## config.mk

```make
export PLATFORM = sky130hd
export DESIGN_NAME = perceptron_result_unloader_flat
export DESIGN_NICKNAME = d
export VERILOG_FILES = /design/src/rtl/perceptron_result_unloader_if.sv /design/src/rtl/perceptron_result_unloader.sv /design/src/flat_wrapper.sv
export SDC_FILE = /design/constraint.sdc
export NUM_CORES = 1
export LEC_CHECK = 0
export BUFFER_PORTS_ARGS = -buffer_cell sky130_fd_sc_hd__buf_2
export CAP_MARGIN = 40
export CORE_MARGIN = 2
export CORE_UTILIZATION = 50
export CTS_CLUSTER_SIZE = 24
export DETAILED_ROUTE_END_ITERATION = 6
export PLACE_DENSITY = 0.84
export SETUP_SLACK_MARGIN = 0.3
export SLEW_MARGIN = 10
export SYNTH_ARGS = -nofsm -noshare
export SYNTH_HDL_FRONTEND = slang
export SYNTH_SLANG_ARGS = --single-unit
```

## constraint.sdc

```tcl
create_clock -name clk -period 10.9 [get_ports clk]
set_input_delay 1.635 -clock clk [delete_from_list [all_inputs] [get_ports clk]]
set_output_delay 1.635 -clock clk [all_outputs]
set_load 0.005 [all_outputs]
```

## src/rtl/perceptron_result_unloader_if.sv

```systemverilog
// Handshake bundle between the result register bank, the unloader and the result consumer.
// The slave modport is the unloader's view; the master modport is the surrounding logic.
interface perceptron_result_unloader_if #(
    parameter int DWIDTH = 32,
    parameter int NUM    = 4,
    parameter int IDXW   = $clog2(NUM)
);
    logic                  cap_valid;
    logic [NUM*DWIDTH-1:0] cap_data;
    logic                  cap_ready;
    logic [DWIDTH-1:0]     out_data;
    logic                  out_valid;
    logic                  out_ready;
    logic [IDXW-1:0]       out_index;
    logic                  out_last;
    logic                  busy;
    logic                  drop_err;

    modport slave (
        input  cap_valid, cap_data, out_ready,
        output cap_ready, out_data, out_valid, out_index, out_last, busy, drop_err
    );

    modport master (
        output cap_valid, cap_data, out_ready,
        input  cap_ready, out_data, out_valid, out_index, out_last, busy, drop_err
    );
endinterface

```

## src/rtl/perceptron_result_unloader.sv

```systemverilog
// Snapshots NUM signed neuron results and streams them out one slot per handshake.
// Latency 1 cycle capture-to-first-slot; captures arriving while streaming are refused and flagged.
module perceptron_result_unloader #(
    parameter int DWIDTH = 32,
    parameter int NUM    = 4,
    parameter int IDXW   = $clog2(NUM)
) (
    input  logic                        clk,
    input  logic                        reset,
    perceptron_result_unloader_if.slave bus
);
    typedef enum logic {IDLE, STREAM} state_t;

    localparam logic [IDXW-1:0] LAST_IDX = IDXW'(NUM - 1);

    state_t            r_state;
    logic [IDXW-1:0]   r_idx;
    logic              r_drop;
    logic [DWIDTH-1:0] r_snap [NUM];

    logic w_stream;
    logic w_last;

    always_ff @(posedge clk) begin
        if (reset) begin
            r_state <= IDLE;
            r_idx   <= '0;
            r_drop  <= 1'b0;
            for (int i = 0; i < NUM; i++) begin
                r_snap[i] <= '0;
            end
        end else begin
            case (r_state)
                IDLE: begin
                    if (bus.cap_valid) begin
                        for (int i = 0; i < NUM; i++) begin
                            r_snap[i] <= bus.cap_data[i*DWIDTH +: DWIDTH];
                        end
                        r_idx   <= '0;
                        r_state <= STREAM;
                    end
                end
                STREAM: begin
                    // Includes a request on the final-handshake edge: the bank must retry next cycle.
                    if (bus.cap_valid) begin
                        r_drop <= 1'b1;
                    end
                    if (bus.out_ready) begin
                        if (r_idx == LAST_IDX) begin
                            r_idx   <= '0;
                            r_state <= IDLE;
                        end else begin
                            r_idx <= r_idx + IDXW'(1);
                        end
                    end
                end
                default: r_state <= IDLE;
            endcase
        end
    end

    assign w_stream = (r_state == STREAM);
    assign w_last   = (r_idx == LAST_IDX);

    assign bus.cap_ready = ~w_stream;
    assign bus.out_valid = w_stream;
    assign bus.busy      = w_stream;
    assign bus.drop_err  = r_drop;
    assign bus.out_data  = w_stream ? r_snap[r_idx] : '0;
    assign bus.out_index = w_stream ? r_idx : '0;
    assign bus.out_last  = w_stream & w_last;
endmodule

```

## src/flat_wrapper.sv

```systemverilog
// flat-port wrapper written by rule: the top's interface ports become plain ports
module perceptron_result_unloader_flat 
#(
    parameter int DWIDTH = 32,
    parameter int NUM    = 4,
    parameter int IDXW   = $clog2(NUM)
)
  (clk, reset, bus_cap_valid, bus_cap_data, bus_out_ready, bus_cap_ready, bus_out_data, bus_out_valid, bus_out_index, bus_out_last, bus_busy, bus_drop_err);
  perceptron_result_unloader_if #(.DWIDTH(DWIDTH), .NUM(NUM), .IDXW(IDXW)) bus_i ();
  input  logic clk;
  input  logic reset;
  input wire logic [$bits(bus_i.cap_valid)-1:0] bus_cap_valid;
  input wire logic [$bits(bus_i.cap_data)-1:0] bus_cap_data;
  input wire logic [$bits(bus_i.out_ready)-1:0] bus_out_ready;
  output wire logic [$bits(bus_i.cap_ready)-1:0] bus_cap_ready;
  output wire logic [$bits(bus_i.out_data)-1:0] bus_out_data;
  output wire logic [$bits(bus_i.out_valid)-1:0] bus_out_valid;
  output wire logic [$bits(bus_i.out_index)-1:0] bus_out_index;
  output wire logic [$bits(bus_i.out_last)-1:0] bus_out_last;
  output wire logic [$bits(bus_i.busy)-1:0] bus_busy;
  output wire logic [$bits(bus_i.drop_err)-1:0] bus_drop_err;
  assign bus_i.cap_valid = bus_cap_valid;
  assign bus_i.cap_data = bus_cap_data;
  assign bus_i.out_ready = bus_out_ready;
  assign bus_cap_ready = bus_i.cap_ready;
  assign bus_out_data = bus_i.out_data;
  assign bus_out_valid = bus_i.out_valid;
  assign bus_out_index = bus_i.out_index;
  assign bus_out_last = bus_i.out_last;
  assign bus_busy = bus_i.busy;
  assign bus_drop_err = bus_i.drop_err;
  perceptron_result_unloader #(.DWIDTH(DWIDTH), .NUM(NUM), .IDXW(IDXW)) u_core (.clk(clk), .reset(reset), .bus(bus_i));
endmodule
```

# After elaboration in Yosys (flattened, before gate mapping)
# Memories as Yosys holds them, arrays and structs flattened. A register that Yosys moved wholly into a read port is not among the register bits.
# Cells that the tools add are included.
# Widths: inputs -> output; s select.
dict set report totals {
  regBits 4
  latchBits 0
  mem_bits_rw 128
  romBits 0
  in_bits 132
  output_inout_bits 39
  wordCells 37
  mem_count 1
}
# memory words width read_ports rd_ports_with_merged_regs write_ports line
set mem_list {}
lappend mem_list {u_core.r_snap 4 32 1 1 4 perceptron_result_unloader.sv:19} ;# logic [DWIDTH-1:0] r_snap [NUM];
dict set report op_classes {
  addsub 1
  mul 0
  n_div 0
  magnitude_cmp 0
  eq_ne 3
  shift 0
  n_mux 21
  bitwise 6
  n_reduce_logical 2
}
# cell n
set op_table {}
lappend op_table {{$mux 32} 5}
lappend op_table {{$mux 2} 6}
lappend op_table {{$mux 1} 8}
lappend op_table {{$ne 2x2->1 const B} 2}
lappend op_table {{$or 1x1->1} 4}
lappend op_table {{$pmux 2 s2} 1}
lappend op_table {{$reduce_and 2->1} 2}
lappend op_table {{$add 2x1->2 const B} 1}
lappend op_table {{$eq 2x2->1 const B} 1}
lappend op_table {{$pmux 1 s2} 1}
lappend op_table {{$and 1x1->1} 1}
lappend op_table {{$not 1->1} 1}

# Longest topological paths before layout
dict set report depth {
  word_depth 6
  ltp_mapped 5
  depth_no_buf 4
}

# Worst setup path after synthesis
# Ideal clock, no wire load.
dict set report synth_path {
  kind {input port to flip-flop}
  startpoint {input port reset}
  endpoint {memory u_core.r_snap[0][0] (enable)}
  setup_time_ns 0.510
  arrival_time_ns 4.726
  t_required_ns 10.390
  slack_ns 5.664
  cell_stages 1
  cell_sequence {nand2b_1}
}
# item line
set synth_lines {}
lappend synth_lines {{start: declaration} flat_wrapper.sv:11} ;# input logic reset;
lappend synth_lines {{end: declaration} perceptron_result_unloader.sv:19}

==> metrics.md <==
| Metric | Value |
|---|---|
| Status | `completed` |
| Max Clk Rate | `0.275 GHz` |
| Synthesized Nets | `542` |
| RSZ-0062 raised after global routing | `no` |
| Power per cell area | `174 nW/um2` |
| Fraction of layout cells with a size suffix above 1 | `0.359` |
| CP bufs+invs | `2` |
| First-pass GRT wire length | `18.5 mm` |
| Worst Hold Class | `register to register` |
| Port bufs | `170` |
| Avg Synthesized Cell Area | `14.7 um2` |
| I/O pins | `171` |
| Post-route core utilization | `0.647` |
| Clock tree from TritonCTS | `yes` |
| CTS resizes | `0` |
| Maximum fanout along the worst path | `33` |
| GPL Wtd Cong | `about 0.77` |
| Register area share after synthesis | `0.662` |
| Die area | `approximately 13000 um2` |
| # setup viols final | `0` |
| Dpl hpwl | `just under 8 mm` |
| Largest net degree at the start of global routing | `129` |
| Vias in the first global route | `3824` |
| Area Overhead vs Synth | `24.9%` |
| Synth warn | `0` |
| Effective utilization at floorplan | `0.518` |
| CTS Buf Count | `17` |
| Hold path start | `u_core.bus.drop_err` |
| Post-Layout Inst Area | `7480 um2` |
| DRT Pass-1 Iters | `7` |
| GR Util All Layers | `0.190` |
| Hold Vio Cnt, Final | `0` |
| Clock skew | `0.00298 ns` |
| Placed Instance Area | `6870 um2` |
| Root buf cell | `clkbuf_16` |
| Netlist cell types | `21` |
| Routed vias | `3737` |
| Initial DRC Count | `225` |
| H-tree depth | `4` |
| Residual DRC count | `0` |
| Final setup margin | `about 7.3 ns` |
| Worst-path clk slew | `~0.05 ns` |
| WP data arrival | `2.00 ns` |
| Cts hold-fix bufs | `0` |
| Initial antenna violation count | `0` |
| Maximum vdd drop | `97.0 uV` |
| Filler instances | `roughly 850` |
| Routed len/inst | `about 16 um` |
| Final period utilization | `0.334` |
| Max-Cap Viols | `0` |
| Post-Synthesis Cells | `409` |
| Clk_lat worst skew | `0.41 ns` |
| Slowest CP cell | `dfxtp_4` |
| Synthesized cell area | `about 6000 um2` |
| Die height | `113 um` |
| Required time worst endpoint | `9.27 ns` |
| Flop2flop setup slack | `8.56 ns` |
| Min Tclk post-route | `3.64 ns` |
| Setup WS pre-CTS | `7.36 ns` |
| Count of state elements after synthesis | `134` |
| Post-CTS setup buffer count | `0` |
| WS Path Type | `register to output port` |
| GRT Residual Overflow | `0` |
| Core box area | `11600 um2` |
| DRT Wirelength | `approximately 12 mm` |
| RR Startpoint | `u_core.bus.busy` |
| Die Span X | `113 um` |
| Via-to-Cell Ratio | `5.11` |
| Clock Path Buffers | `2` |
| Worst Tran Pin Value | `0.899 ns` |
| Post-DRT Antenna Nets | `0` |
| Inserted Diodes | `0` |
| Setup tns final | `0 ns` |
| Leakage | `3.10 nW` |
| Clock sinks | `134` |
| Post-layout nets | `708` |
| Critical Path, Cell by Cell | `buf_12 -> mux2i_1 -> o22ai_1 -> buf_2` |
| Relative slew slack | `0.401` |
| Worst setup SP type | `register` |
| Max incr delay on CP | `0.70 ns` |
| Max Slew Vio Count | `0` |
| CP top delay family | `flip-flops` |
| # rows | `39` |
| Crit path capture type | `output port` |
-- tightest hold or removal path, delay by kind of cell, from the launching register on --
kind,cells,cell delay [ns]
compound gates,1,0.04
flops,1,0.33
simple gates,1,0.07
-- power by group --
part	leakage (nW)	total [mW]	internal, mW	switching (mW)
sequential	1.43	0.620	0.606	0.0139
combinational	1.36	0.102	0.0509	0.0512
clock	0.309	0.580	0.381	0.199
total	3.10	1.30	1.04	0.265
-- synth_stat cells, drive strengths merged --
| master | count | area share |
|---|---|---|
| nand2b | 3 | 0.0044 |
| and2 | 131 | 0.14 |
| o22ai | 32 | 0.033 |
| dfxtp | 6 | 0.020 |
| buf | 27 | 0.039 |
| a21oi | 2 | 0.0017 |
| mux2i | 66 | 0.11 |
| a211oi | 1 | 0.0013 |
| edfxtp | 128 | 0.64 |
| a32oi | 1 | 0.0015 |
| a311oi | 1 | 0.0015 |
| clkbuf | 2 | 0.0013 |
| nand2 | 1 | 0.00063 |
| inv | 2 | 0.0013 |
| nor2 | 5 | 0.0035 |
| ha | 1 | 0.0021 |
-- flip-flops by register name, summed over array words and instances (netlist names), named ones only --
name	cells
u_core.r_snap	128
u_core.r_idx	2
u_core.bus.busy	1
u_core.bus.drop_err	1
-- cells by family after synthesis --
family                     after synthesis  synth area share
adders and majority gates                1           0.00209
and+or+nand+nor                        140             0.145
AOI/OAI and AO/OA                       37            0.0393
buffers and inverters                   31            0.0416
DFF                                    134             0.662
muxes                                   66             0.110
-- placed cells by master, fill, tap and decap left out --
cell type / count
a211oi_1: 1
a21oi_1: 2
a311oi_1: 1
a32oi_1: 1
and2_1: 131
buf_12: 1
buf_16: 1
buf_2: 170
buf_4: 4
bufinv_16: 3
clkbuf_1: 1
clkbuf_16: 17
clkbuf_8: 4
clkinv_2: 7
dfxtp_1: 5
dfxtp_4: 1
edfxtp_1: 128
ha_1: 1
inv_1: 2
mux2i_1: 66
nand2_1: 1
nand2b_1: 1
nand2b_4: 2
nor2_1: 4
nor2_4: 1
o22ai_1: 32
-- worst paths after layout --
| kind | end | depth (start not counted) |
|---|---|---|
| min | u_core.bus.drop_err | 2 |
| min reg2reg | u_core.bus.drop_err | 2 |
| max | bus_out_data[0] | 4 |
| max reg2reg | u_core.r_snap[1][27] | 4 |
-- layer usage --
metal  global-route usage  wire, um  vias to the layer above
met5                    0         0                        -
met4               0.0911       226                        0
met3               0.0515       756                       17
met2                0.321      5950                      140
met1                0.228      5010                     1760
li1                     -         -                     1820
-- through the flow --
| step | hold slack [ns] | std cells | power (mW) |
|---|---|---|---|
| 3_3_place_gp | 0.456 | 697 | 0.725 |
| 3_5_place_dp | 0.466 | 699 | 0.733 |
| 5_1_grt | 0.537 | 731 | 1.35 |
| 6_report | 0.478 | 731 | 1.30 |
| 2_1_floorplan | 0.460 | 409 | 0.692 |
| 4_1_cts | 0.479 | 731 | 1.31 |
-- cell type report --
type / instances / area (um2) / share of cell area
clock buffers: 22 / 484 / 0.0647
clock inverters: 10 / 125 / 0.0167
inverters: 2 / 7.51 / 0.00100
multi-input cells: 244 / 1790 / 0.239
flip-flops and latches: 134 / 3970 / 0.530
well taps: 143 / 179 / 0.0239
repair buffers: 176 / 928 / 0.124
(Power assumes the default switching activity.)
